--- src/rtl/cu_mem_stage.sv ---
// MEM-stage control unit: decodes the EX opcode, runs one load/store at a time on the
// data-memory handshake, stalls upstream while waiting, and registers the WB controls.
module cu_mem_stage #(
  parameter int AW      = 32,
  parameter int DW      = 32,
  parameter int TIMEOUT = 16
) (
  input  logic          clk,
  input  logic          reset,
  input  logic          ex_valid,
  input  logic [6:0]    ex_opcode,
  input  logic [AW-1:0] ex_addr,
  input  logic [DW-1:0] ex_wdata,
  input  logic          flush,
  output logic          stall_out,
  output logic          mem_req,
  output logic          mem_we,
  output logic [AW-1:0] mem_addr,
  output logic [DW-1:0] mem_wdata,
  input  logic          mem_ack,
  input  logic [DW-1:0] mem_rdata,
  output logic          mem_err,
  output logic          wb_valid,
  output logic [6:0]    wb_opcode,
  output logic [DW-1:0] wb_data,
  output logic          wb_reg_write,
  output logic          wb_mem_to_reg
);

  localparam int CW = $clog2(TIMEOUT) + 1;

  localparam logic [6:0] OPC_LOAD   = 7'b0000011;
  localparam logic [6:0] OPC_STORE  = 7'b0100011;
  localparam logic [6:0] OPC_OP     = 7'b0110011;
  localparam logic [6:0] OPC_OPIMM  = 7'b0010011;
  localparam logic [6:0] OPC_LUI    = 7'b0110111;
  localparam logic [6:0] OPC_AUIPC  = 7'b0010111;
  localparam logic [6:0] OPC_JAL    = 7'b1101111;
  localparam logic [6:0] OPC_JALR   = 7'b1100111;
  localparam logic [6:0] OPC_BRANCH = 7'b1100011;

  typedef enum logic {S_IDLE, S_WAIT_ACK} state_t;

  state_t        r_state, w_state_next;
  logic [CW-1:0] r_cnt, w_cnt_next;
  logic [6:0]    r_op, w_op_next;
  logic          r_mem_req, w_mem_req_next;
  logic          r_mem_we, w_mem_we_next;
  logic [AW-1:0] r_mem_addr, w_mem_addr_next;
  logic [DW-1:0] r_mem_wdata, w_mem_wdata_next;
  logic          r_mem_err, w_mem_err_next;
  logic          r_wb_valid, w_wb_valid_next;
  logic [6:0]    r_wb_opcode, w_wb_opcode_next;
  logic [DW-1:0] r_wb_data, w_wb_data_next;
  logic          r_wb_rw, w_wb_rw_next;
  logic          r_wb_m2r, w_wb_m2r_next;

  logic w_is_mem, w_is_rw, w_is_known, w_accept;

  always_comb begin
    w_is_mem = (ex_opcode == OPC_LOAD) || (ex_opcode == OPC_STORE);
    w_is_rw  = (ex_opcode == OPC_OP)  || (ex_opcode == OPC_OPIMM) ||
               (ex_opcode == OPC_LUI) || (ex_opcode == OPC_AUIPC) ||
               (ex_opcode == OPC_JAL) || (ex_opcode == OPC_JALR);
    w_is_known = w_is_mem || w_is_rw || (ex_opcode == OPC_BRANCH);
    w_accept   = ex_valid && !flush && w_is_known;
  end

  always_comb begin
    w_state_next     = r_state;
    w_cnt_next       = r_cnt;
    w_op_next        = r_op;
    w_mem_req_next   = r_mem_req;
    w_mem_we_next    = r_mem_we;
    w_mem_addr_next  = r_mem_addr;
    w_mem_wdata_next = r_mem_wdata;
    w_mem_err_next   = 1'b0;
    w_wb_valid_next  = 1'b0;
    w_wb_opcode_next = 7'b0000000;
    w_wb_data_next   = '0;
    w_wb_rw_next     = 1'b0;
    w_wb_m2r_next    = 1'b0;

    case (r_state)
      S_IDLE: begin
        w_mem_req_next = 1'b0;
        if (w_accept) begin
          if (w_is_mem) begin
            w_op_next        = ex_opcode;
            w_mem_req_next   = 1'b1;
            w_mem_we_next    = (ex_opcode == OPC_STORE);
            w_mem_addr_next  = ex_addr;
            w_mem_wdata_next = ex_wdata;
            w_cnt_next       = '0;
            w_state_next     = S_WAIT_ACK;
          end else begin
            w_wb_valid_next  = 1'b1;
            w_wb_opcode_next = ex_opcode;
            w_wb_data_next   = ex_wdata;
            w_wb_rw_next     = w_is_rw;
          end
        end
      end
      S_WAIT_ACK: begin
        w_cnt_next = r_cnt + 1'b1;
        // ack is checked first so a same-cycle ack beats the timeout
        if (mem_ack) begin
          w_mem_req_next   = 1'b0;
          w_wb_valid_next  = 1'b1;
          w_wb_opcode_next = r_op;
          if (!r_mem_we) begin
            w_wb_data_next = mem_rdata;
            w_wb_rw_next   = 1'b1;
            w_wb_m2r_next  = 1'b1;
          end
          w_state_next = S_IDLE;
        end else if (r_cnt == CW'(TIMEOUT - 1)) begin
          w_mem_req_next = 1'b0;
          w_mem_err_next = 1'b1;
          w_state_next   = S_IDLE;
        end
      end
      default: w_state_next = S_IDLE;
    endcase
  end

  always_ff @(negedge clk or posedge reset) begin
    if (reset) begin
      r_state     <= S_IDLE;
      r_cnt       <= '0;
      r_op        <= '0;
      r_mem_req   <= 1'b0;
      r_mem_we    <= 1'b0;
      r_mem_addr  <= '0;
      r_mem_wdata <= '0;
      r_mem_err   <= 1'b0;
      r_wb_valid  <= 1'b0;
      r_wb_opcode <= '0;
      r_wb_data   <= '0;
      r_wb_rw     <= 1'b0;
      r_wb_m2r    <= 1'b0;
    end else begin
      r_state     <= w_state_next;
      r_cnt       <= w_cnt_next;
      r_op        <= w_op_next;
      r_mem_req   <= w_mem_req_next;
      r_mem_we    <= w_mem_we_next;
      r_mem_addr  <= w_mem_addr_next;
      r_mem_wdata <= w_mem_wdata_next;
      r_mem_err   <= w_mem_err_next;
      r_wb_valid  <= w_wb_valid_next;
      r_wb_opcode <= w_wb_opcode_next;
      r_wb_data   <= w_wb_data_next;
      r_wb_rw     <= w_wb_rw_next;
      r_wb_m2r    <= w_wb_m2r_next;
    end
  end

  assign stall_out     = (r_state == S_WAIT_ACK);
  assign mem_req       = r_mem_req;
  assign mem_we        = r_mem_we;
  assign mem_addr      = r_mem_addr;
  assign mem_wdata     = r_mem_wdata;
  assign mem_err       = r_mem_err;
  assign wb_valid      = r_wb_valid;
  assign wb_opcode     = r_wb_opcode;
  assign wb_data       = r_wb_data;
  assign wb_reg_write  = r_wb_rw;
  assign wb_mem_to_reg = r_wb_m2r;

endmodule

--- config.mk ---
export PLATFORM = sky130hd
export DESIGN_NAME = cu_mem_stage
export DESIGN_NICKNAME = d
export VERILOG_FILES = /design/src/rtl/cu_mem_stage.sv
export SDC_FILE = /design/constraint.sdc
export NUM_CORES = 1
export LEC_CHECK = 0
export BUFFER_PORTS_ARGS = -buffer_cell sky130_fd_sc_hd__buf_4
export CAP_MARGIN = 20
export CORE_MARGIN = 1.5
export CORE_UTILIZATION = 37
export DETAILED_ROUTE_END_ITERATION = 16
export PLACE_DENSITY_LB_ADDON = 0.1
export RECOVER_POWER = 50
export SYNTH_ARGS = -nofsm -noshare
export SYNTH_HDL_FRONTEND = slang
export SYNTH_SLANG_ARGS = --single-unit
export TNS_END_PERCENT = 1
--- constraint.sdc ---
create_clock -name clk -period 4.2 [get_ports clk]
set_input_delay 0.84 -clock clk [delete_from_list [all_inputs] [get_ports clk]]
set_output_delay 0.84 -clock clk [all_outputs]
set_load 0.02 [all_outputs]
# Yosys cells after proc, flatten, opt, wreduce, memory -nomap -nowiden
# Cells that the tools add are included.
# classes
add_sub_neg	1
n_eq_ne	13
n_mux	33
n_bitwise	1
reduce_logical	13
# ops
operator	n
two-way mux 32 bit	4
case mux 32 bit (2 select lines)	1
== test 7 x 6 -> 1 bit, second input constant	3
== test 7 bit, second input constant	3
two-way mux 7 bit	3
two-way mux 1 bit	17
== test 7 x 5 -> 1 bit, second input constant	2
case mux 7 bit (2 select lines)	1
two-way mux 5 bit	2
case mux 5 bit (2 select lines)	1
logical OR 1 bit	8
case mux 1 bit (2 select lines)	4
== test 7 x 2 -> 1 bit, second input constant	1
adder 5 x 1 -> 5 bit, second input constant	1
== test 5 x 4 -> 1 bit, second input constant	1
!= test 2 bit, second input constant	2
!= test 3 x 2 -> 1 bit, second input constant	1
AND reduction 3 bit	1
logical AND 1 bit	2
AND reduction 2 bit	1
zero test 1 bit	1
inverter 1 bit	1
# totals
reg_bits	122
inputBits	108

# Depth between registers and ports, before layout
# logic_depth
word_depth	11
depth_mapped	6

==> metrics <==
slew margin rel. 2.39%; Core Rows 42; grt total ovfl 0; Yosys warning count 0; crit path DAT about 2.5 ns; I/O pin count around 220; P_leak approximately 4.0 nW; CTS tree yes; Post-Syn Nets 496; insertion delay to the later sink of the worst-skew pair 0.39 ns; Logic pwr share 14.6%; worst hold path class flop to flop; peak supply drop 0.265 mV; post-place setup slack -0.543 ns; post-route core utilization 56.0%; Synth area leader dfrtn_1; first-pass GRT wire length about 22000 µm; family with the most delay on the worst path simple AND/OR/NAND/NOR gates; R2R cell count 5; Final setup viols 66; vias in the first global route 4187; reg2reg end wb_data[12]; max_cap viols 0; Nets 725; Power Density slightly above 400 mW/mm²; GP Congestion 0.730; initial antenna violation count 0; outcome finished with violations; area share of the largest cell type after synthesis 59.8%; post-synthesis cell area between 0.005 and 0.006 mm²; cells after synthesis 386; register share of total power between 40% and 50%; Clock Sinks 122; final instance area approximately 0.0075 mm²; clk root buf clkbuf_16; Synth top cells by count dfrtn_1 (122), mux2_4 (64), nand2_1 (46); worst setup margin -0.123 ns; Worst setup SP type input pin; Diodes inserted 0; top-count cell post-synth dfrtn_1; vias per std cell 4.88; hpwl dp 9880 µm; chip width between 100 and 150 µm; failing checks setup timing; Initial Util 38.3%; Critical R2R Launch stall_out; Clk pwr share about 42%; Crit. Startpoint ex_opcode[3]; GRT Total Usage 20.2%; Seq/Total Area, Yosys between 50% and 60%; Worst path depth 5; input/output buffers 217; number of remaining DRC errors 0; FF+latch count, synth approximately 120; number of synthesized flops with an enable pin 0; Initial DRT Pass Iterations 5; worst clock skew 0.0104 ns; CP Max Fanout 28; Worst Tran Pin Value around 1.5 ns; setup bufs post-CTS 0; Worst-path clk slew 0.04 ns; Int Pwr between 2 and 2.5 mW; Async S/R FF share, synth 100%; total power draw about 3.0 mW; Avg Inst Size Synth ~13 µm²; Die Y approximately 120 µm; Core Area around 0.013 mm²; CP peak stage delay 0.53 ns; fin. max-slew vios 0; share of layout cells above drive strength 1 51.6%; NetSw around 730 µW; unrepaired setup endpoints after global routing yes; Buf+Inv Stages, Crit Path 2; switch share between 20 and 25%; Placed Instance Area 0.00703 mm²; slowest CP cell or4_4; die area 0.0145 mm²; drt initial violations 155; largest net degree at the start of global routing 63; crit path to mem_addr[11]; drt wl/cell 17.9 µm; Placed Instances roughly 770; CTS Buf Count 17; CP Capture Type flop; required time worst endpoint around 2.3 ns; critical-path cell list buf_6 -> or4_4 -> or3b_4 -> buf_12 -> mux2_4; Top FF cell, synth dfrtn_1; H-Tree Depth 4; Final ANT Viol Nets 0; routed via count between 3000 and 4000; kind of critical path input pin to flop; synth top area cells dfrtn_1 (60%), mux2_4 (19%), nand4_1 (4.0%); maximum clock path buffer count 2; Final Hold Vio Count 0; register-to-register setup slack 2.22 ns; Final Non-Filler Cells 800; Netlist cell types 31; final WL 14300 µm; area delta synth->final 46.3%
## cells by family after synthesis
| kind of cell | count (synthesis) | share of synthesized area, % |
|---|---|---|
| mux | 66 | 19.3 |
| compound gates | 51 | 5.54 |
| fa+ha+maj | 2 | 0.490 |
| simple gates | 107 | 10.8 |
| buf+inv | 36 | 3.85 |
| xor+xnor | 2 | 0.343 |
| flops | 122 | 59.8 |
## placed cells by master (no fill, tap or decap), types with 3 or more instances in the layout
master     count
clkbuf_8       5
clkbuf_1      21
buf_6          3
buf_4        213
clkbuf_16     17
and2_1         5
o21ai_0       41
buf_12         3
nand2b_1       5
nand3_1        6
clkinv_2       3
nand4_1       33
dfrtn_1      122
inv_1          5
nor2_1         3
o22ai_1        3
mux2_4        64
nand2_1       46
## metal layers
metal	vias to the layer above	wire [µm]	GRT usage, %
met1	1908	6050	25.1
met4	0	220	7.43
met5	-	0	0
met2	169	6830	32.7
met3	18	1170	7.08
li1	1809	-	-
## per-stage QoR
stage	TNS (ns)	hold WS (ns)
after floorplan	-51.36	0.395
after detailed placement	-47.65	0.416
final	-6.93	0.416
after CTS	-6.33	0.421
after global placement	-46.22	0.412
after global routing	-8.19	0.454
## worst min path at each step
stage | start | endpoint | slack, ns | cells after the start
floorplan | r_op[0] | r_op[0] | 0.40 | 1
global placement | r_op[1] | r_op[1] | 0.41 | 1
detailed placement | r_op[0] | r_op[0] | 0.42 | 1
CTS | r_op[0] | r_op[0] | 0.42 | 1
global route | r_op[1] | r_op[1] | 0.45 | 1
finish | r_op[1] | r_op[1] | 0.42 | 1
## layout make-up
type	instances	area (µm²)
inverter	6	23.8
multi-input combinational	228	1880
fill	1181	5870
clock buffer	25	505
tap	176	220
clock inverter	3	15.0
sequential	122	3050
timing repair buffer	240	1780
## power by group through the flow
stage          combinational, mW  sequential, mW  clock, mW
5_1_grt                    0.481            1.32       1.38
6_report                   0.445            1.31       1.29
4_1_cts                    0.459            1.31       1.33
2_1_floorplan              0.157            1.39          0
3_5_place_dp               0.456            1.33          0
3_3_place_gp               0.445            1.32          0
## what timing repair did
item,CTS,global route
resized for setup,4,1
hold buffers,0,0
endpoints found under the setup margin,70,67
hold endpoints to repair,0,0
Note: power is estimated with default switching activity, not from simulation.
